[config.mk]
export PLATFORM = sky130hd
export DESIGN_NAME = reg_sequencer_flat
export DESIGN_NICKNAME = d
export VERILOG_FILES = /design/src/rtl/reg_sequencer_if.sv /design/src/rtl/reg_sequencer.sv /design/src/flat_wrapper.sv
export SDC_FILE = /design/constraint.sdc
export NUM_CORES = 1
export LEC_CHECK = 0
export ABC_CLOCK_PERIOD_IN_PS = 3200
export BUFFER_PORTS_ARGS = -buffer_cell sky130_fd_sc_hd__buf_4
export CELL_PAD_IN_SITES_DETAIL_PLACEMENT = 0
export CELL_PAD_IN_SITES_GLOBAL_PLACEMENT = 1
export CORE_MARGIN = 2
export CORE_UTILIZATION = 37
export DETAILED_ROUTE_END_ITERATION = 10
export HOLD_SLACK_MARGIN = 0.06
export PLACE_DENSITY_LB_ADDON = 0.1
export SETUP_SLACK_MARGIN = 0.1
export SKIP_LAST_GASP = 1
export SYNTH_ARGS = -nofsm -noshare
export SYNTH_HDL_FRONTEND = slang
export SYNTH_SLANG_ARGS = --single-unit
[constraint.sdc]
create_clock -name clk -period 3.2 [get_ports clk]
set_input_delay 0.64 -clock clk [delete_from_list [all_inputs] [get_ports clk]]
set_output_delay 0.64 -clock clk [all_outputs]
set_load 0.01 [all_outputs]
[src/rtl/reg_sequencer_if.sv]
// Command channel between a requester and reg_sequencer.
// A command (cmd_op/cmd_data/cmd_cnt) is transferred on a clock edge where
// cmd_valid and cmd_ready are both high.
//   master : requester side, drives valid/op/data/cnt, observes ready
//   slave  : sequencer side, observes valid/op/data/cnt, drives ready
interface reg_sequencer_if #(
  parameter int WIDTH = 4,
  parameter int CNT_W = 4
);
  logic             cmd_valid;
  logic             cmd_ready;
  logic [2:0]       cmd_op;
  logic [WIDTH-1:0] cmd_data;
  logic [CNT_W-1:0] cmd_cnt;

  modport master (
    output cmd_valid, cmd_op, cmd_data, cmd_cnt,
    input  cmd_ready
  );

  modport slave (
    input  cmd_valid, cmd_op, cmd_data, cmd_cnt,
    output cmd_ready
  );
endinterface

[src/rtl/reg_sequencer.sv]
// reg_sequencer: expands one accepted command into 0..2**CNT_W-1 single-cycle
// control strobes for a downstream multi-function register, then pulses done.
// Ports:
//   clk, rst_n   rising-edge clock, asynchronous active-low reset
//   cmd          command channel (slave modport of reg_sequencer_if)
//   abort        ends a running command early; the strobe in that cycle is dropped
//   reg_q        register output, fed back so rotates can reinsert the outgoing bit
//   cl..sl       register control strobes, at most one high per cycle
//   ir, il       bit inserted on sr / sl
//   reg_in       register load data (latched command data)
//   done         one-cycle completion pulse
module reg_sequencer #(
  parameter int WIDTH = 4,
  parameter int CNT_W = 4
) (
  input  logic             clk,
  input  logic             rst_n,
  reg_sequencer_if.slave   cmd,
  input  logic             abort,
  input  logic [WIDTH-1:0] reg_q,
  output logic             cl,
  output logic             ld,
  output logic             inc,
  output logic             dec,
  output logic             sr,
  output logic             sl,
  output logic             ir,
  output logic             il,
  output logic [WIDTH-1:0] reg_in,
  output logic             done
);

  typedef enum logic [1:0] {IDLE, RUN, DONE} state_t;
  typedef enum logic [2:0] {
    OP_CLR, OP_LD, OP_INC, OP_DEC, OP_SHR, OP_SHL, OP_ROR, OP_ROL
  } op_t;

  state_t           state, state_nxt;
  op_t              op_q;
  logic [WIDTH-1:0] data_q;
  logic [CNT_W-1:0] rem;
  logic [CNT_W-1:0] load_rem;
  logic             accept;
  logic             strobe_en;

  // Only the end bits of reg_q matter to the rotates.
  logic unused_reg_q;
  assign unused_reg_q = ^reg_q;

  assign accept = (state == IDLE) && cmd.cmd_valid;

  // CLR and LD are always a single strobe regardless of the count field.
  always_comb begin
    load_rem = cmd.cmd_cnt;
    if (cmd.cmd_op == OP_CLR || cmd.cmd_op == OP_LD)
      load_rem = CNT_W'(1);
  end

  always_ff @(posedge clk or negedge rst_n) begin
    if (!rst_n) state <= IDLE;
    else        state <= state_nxt;
  end

  always_comb begin
    state_nxt = state;
    case (state)
      IDLE: if (cmd.cmd_valid) state_nxt = (load_rem == '0) ? DONE : RUN;
      RUN:  if (abort || rem == CNT_W'(1)) state_nxt = DONE;
      DONE: state_nxt = IDLE;
      default: state_nxt = IDLE;
    endcase
  end

  // Command latch and remaining-strobe counter.
  always_ff @(posedge clk or negedge rst_n) begin
    if (!rst_n) begin
      op_q   <= OP_CLR;
      data_q <= '0;
      rem    <= '0;
    end else if (accept) begin
      op_q   <= op_t'(cmd.cmd_op);
      data_q <= cmd.cmd_data;
      rem    <= load_rem;
    end else if (state == RUN) begin
      rem    <= rem - CNT_W'(1);
    end
  end

  // Strobes come only from registered state; abort merely masks them.
  always_comb begin
    cl = 1'b0; ld = 1'b0; inc = 1'b0; dec = 1'b0; sr = 1'b0; sl = 1'b0;
    ir = 1'b0; il = 1'b0;
    strobe_en = (state == RUN) && !abort;
    if (strobe_en) begin
      case (op_q)
        OP_CLR: cl = 1'b1;
        OP_LD:  ld = 1'b1;
        OP_INC: inc = 1'b1;
        OP_DEC: dec = 1'b1;
        OP_SHR: begin sr = 1'b1; ir = data_q[0];       end
        OP_ROR: begin sr = 1'b1; ir = reg_q[0];        end
        OP_SHL: begin sl = 1'b1; il = data_q[0];       end
        OP_ROL: begin sl = 1'b1; il = reg_q[WIDTH-1];  end
        default: ;
      endcase
    end
  end

  assign cmd.cmd_ready = (state == IDLE);
  assign done          = (state == DONE);
  assign reg_in        = data_q;

endmodule

[src/flat_wrapper.sv]
// flat-port wrapper written by rule: the top's interface ports become plain ports
module reg_sequencer_flat 
#(
  parameter int WIDTH = 4,
  parameter int CNT_W = 4
)
  (clk, rst_n, abort, reg_q, cl, ld, inc, dec, sr, sl, ir, il, reg_in, done, cmd_cmd_valid, cmd_cmd_op, cmd_cmd_data, cmd_cmd_cnt, cmd_cmd_ready);
  reg_sequencer_if #(.WIDTH(WIDTH), .CNT_W(CNT_W)) cmd_i ();
  input  logic clk;
  input  logic rst_n;
  input  logic abort;
  input  logic [WIDTH-1:0] reg_q;
  output logic cl;
  output logic ld;
  output logic inc;
  output logic dec;
  output logic sr;
  output logic sl;
  output logic ir;
  output logic il;
  output logic [WIDTH-1:0] reg_in;
  output logic done;
  input wire logic [$bits(cmd_i.cmd_valid)-1:0] cmd_cmd_valid;
  input wire logic [$bits(cmd_i.cmd_op)-1:0] cmd_cmd_op;
  input wire logic [$bits(cmd_i.cmd_data)-1:0] cmd_cmd_data;
  input wire logic [$bits(cmd_i.cmd_cnt)-1:0] cmd_cmd_cnt;
  output wire logic [$bits(cmd_i.cmd_ready)-1:0] cmd_cmd_ready;
  assign cmd_i.cmd_valid = cmd_cmd_valid;
  assign cmd_i.cmd_op = cmd_cmd_op;
  assign cmd_i.cmd_data = cmd_cmd_data;
  assign cmd_i.cmd_cnt = cmd_cmd_cnt;
  assign cmd_cmd_ready = cmd_i.cmd_ready;
  reg_sequencer #(.WIDTH(WIDTH), .CNT_W(CNT_W)) u_core (.clk(clk), .rst_n(rst_n), .cmd(cmd_i), .abort(abort), .reg_q(reg_q), .cl(cl), .ld(ld), .inc(inc), .dec(dec), .sr(sr), .sl(sl), .ir(ir), .il(il), .reg_in(reg_in), .done(done));
endmodule
==> reports/results.ini <==
[run_status]
status = finished clean

[sta]
setup_viol = 0
maxSlewViolCount = 0
min_period_over_period = 0.712
fmax_mhz = 439
finalCriticalPeriod_ns = 2.28
rsz0062_at_grt = false
hold_viol = 0
skew_ns = 0.00466
relSlewSlack = 0.568
worst_slew_pin_slew_ns = 0.647
fin_setup_tns_ns = 0

[floorplan]
coreArea_um2 = 1960
start_util = 0.396
num_rows = 16
boundaryPins = 33
die_w_um = 49.8
die_height_um = 49.8
die_area_um2 = 2480

[grt]
antenna_found_initial = 0
grt_pass1_wl_um = 2910
use_met1 = 0.201
grt_util_met3 = 0.0303
grtUsageMet2 = 0.242
busiest_layer = met2
grt_pass1_vias = 707
overflow = 0
grt_start_max_net_pins = 16
gr-usage-all-layers = 0.153

[worst_setup_path]
critPathArrivalTime_ns = 1.64
worstPathRequired_ns = 2.56
worst_setup_path_start_kind = register
r2r_slack_ns = 1.56
path_max_fanout = 10
slowest_delay_ns = 0.54
cp-end-kind = primary output
r2r-end = u_core.op_q[1]
slowest_stage = dfrtp_1
r2r_cells = 2
timing.rr.start = u_core.state[1]
worstPathCellList = nor3b_2 -> and3_1 -> nor2b_1 -> buf_4
worst-setup-path-type = reg -> out

[power_and_ir_drop]
p_sw_mw = 0.326
p_leak_nw = 0.478
seq_power_share = 0.419
p_comb_frac = 0.462
switching_share = 0.382
peakVddDrop_mv = 0.424
p_int_mw = 0.527
finalPower_mw = 0.853
powerDensity_nw_per_um2 = 822
clockPowerShare = 0.119

[synthesis]
yosys-top-cells-count = dfrtp_1, nand2_1, mux2_2, nor2_1
ys_seq_area_frac = 0.419
ys_async_sr_fraction = 1.00
yosys-top-cells-area = dfrtp_1, mux2_2, nand2_1
ys_warn_count = 0
yosysUniqueCellTypes = 35
netlist.area_leader.share = 0.419
syn_inst = 72
synth_flop_cell = dfrtp_1
syn_nets = 93
syn_avg_cell_area_um2 = 10.8
ys_ff_latch = 13
synth_most_common_cell = dfrtp_1
syn_area_um2 = 777
synth_edf_count = 0
yosysTopAreaCell = dfrtp_1

[routing]
dr.first_iter.drc_count = 3
wire_per_inst_um = 12.4
antenna_left = 0
postRouteWirelength_um = 1600
dr.pass1.iters = 2
num_vias = 648
drc = 0
via_per_inst = 5.02

[clocking]
clk_latency_ns = 0.27
hold_buffers = 0
cts_resized = 0
cts_buffers = 3
cts_tree = done
cts_buffer_depth = 2
postCtsSetupBuffers = 0
path_clk_slew_ns = 0.08
clock-sinks = 13
ctsHtreeMaxLevel = 1
cts-root-buf = clkbuf_4

[cells_and_area]
drive_gt1_frac = 0.441
finalNetCount = 124
syn2layout_area_growth_pct = 33.5
num_antenna_cells = 0

[place]
hpwl_um = 1300
place.gp.congestion = 0.750
port_buffers = 30

[job]
drv_cap = 0

[hold_path]
hold_class = in -> async

flip-flops by register name, indices dropped and copies added (netlist names):
name,cells
u_core.op_q,3
u_core.reg_in,4
u_core.state,2
u_core.rem,4
per-layer routing:
| layer | part of all wire | wire (um) |
|---|---|---|
| met2 | 0.49 | 783 |
| met4 | 0.0056 | 9 |
| met3 | 0.042 | 67 |
| met1 | 0.46 | 736 |
| met5 | 0 | 0 |
per-stage QoR:
step / area [um^2] / worst slack, ns / cells / hold WS [ns] / utilization
2_1_floorplan: 777 / 1.21 / 72 / 0.344 / -
3_3_place_gp: 1010 / 1.05 / 125 / 0.495 / 0.515
3_5_place_dp: 1010 / 1.04 / 125 / 0.498 / 0.515
4_1_cts: 1040 / 0.887 / 129 / 0.195 / 0.529
5_1_grt: 1040 / 0.758 / 129 / 0.199 / 0.529
6_report: 1040 / 0.920 / 129 / 0.189 / 0.529
cells in the final DEF, fill, tap and decap left out:
master / count
o21ba_1: 1
o21ai_0: 2
o21bai_1: 1
or3_1: 1
xor2_1: 1
or4_1: 1
nor3b_1: 1
nor3_1: 1
nor3b_4: 1
or3b_2: 1
o221ai_1: 1
nor4b_2: 1
clkbuf_1: 1
or4b_1: 1
nand3b_1: 1
nor2b_1: 2
a32oi_1: 1
o21a_1: 1
inv_1: 2
buf_4: 30
nand2_1: 8
ha_1: 2
a22o_1: 1
nand2b_1: 1
mux2i_1: 2
clkbuf_4: 3
a211oi_2: 1
mux2_2: 7
o211ai_1: 2
dfrtp_1: 13
nor3b_2: 1
nor2_1: 5
o311a_1: 1
and3_1: 2
xnor2_1: 1
how the worst max path moves through the flow:
| stage | startpoint | endpoint | slack (ns) | cells past startpoint |
|---|---|---|---|---|
| after global routing | u_core.state[0] | il | 0.76 | 4 |
| after global placement | abort | il | 1.05 | 5 |
| after floorplan | abort | il | 1.21 | 3 |
| final | u_core.state[0] | il | 0.92 | 4 |
| after CTS | u_core.state[0] | il | 0.89 | 4 |
| after detailed placement | abort | il | 1.04 | 5 |
kinds of logic after synthesis:
kind of cell               Yosys count  share of synthesized area
AOI/OAI and AO/OA                   12                      0.127
xor gates and xnor gates             2                     0.0225
adders and majority gates            2                     0.0322
buffers and inverters                6                     0.0419
DFF                                 13                      0.419
muxes                                9                      0.127
and+or+nand+nor                     28                      0.230
final cells by class:
class / instances / area (um^2)
Inverter: 2 / 7.51
Timing Repair Buffer: 30 / 225
Sequential cell: 13 / 325
Fill cell: 208 / 925
Clock buffer: 4 / 26.3
Multi-Input combinational cell: 53 / 419
Tap cell: 27 / 33.8
power by group through the flow:
stage	clock, mW	combinational (mW)	sequential [mW]
after global placement	0	0.395	0.360
final	0.101	0.394	0.357
after floorplan	0	0.316	0.312
after detailed placement	0	0.402	0.362
after global routing	0.112	0.444	0.379
after CTS	0.106	0.402	0.359
critical path: cells and delay by family (launching register included):
kind,cells,cell delay (ns)
buffers and inverters,1,0.13
and+or+nand+nor,3,0.71
DFF,1,0.54
Power figures use the tool's default switching activity.
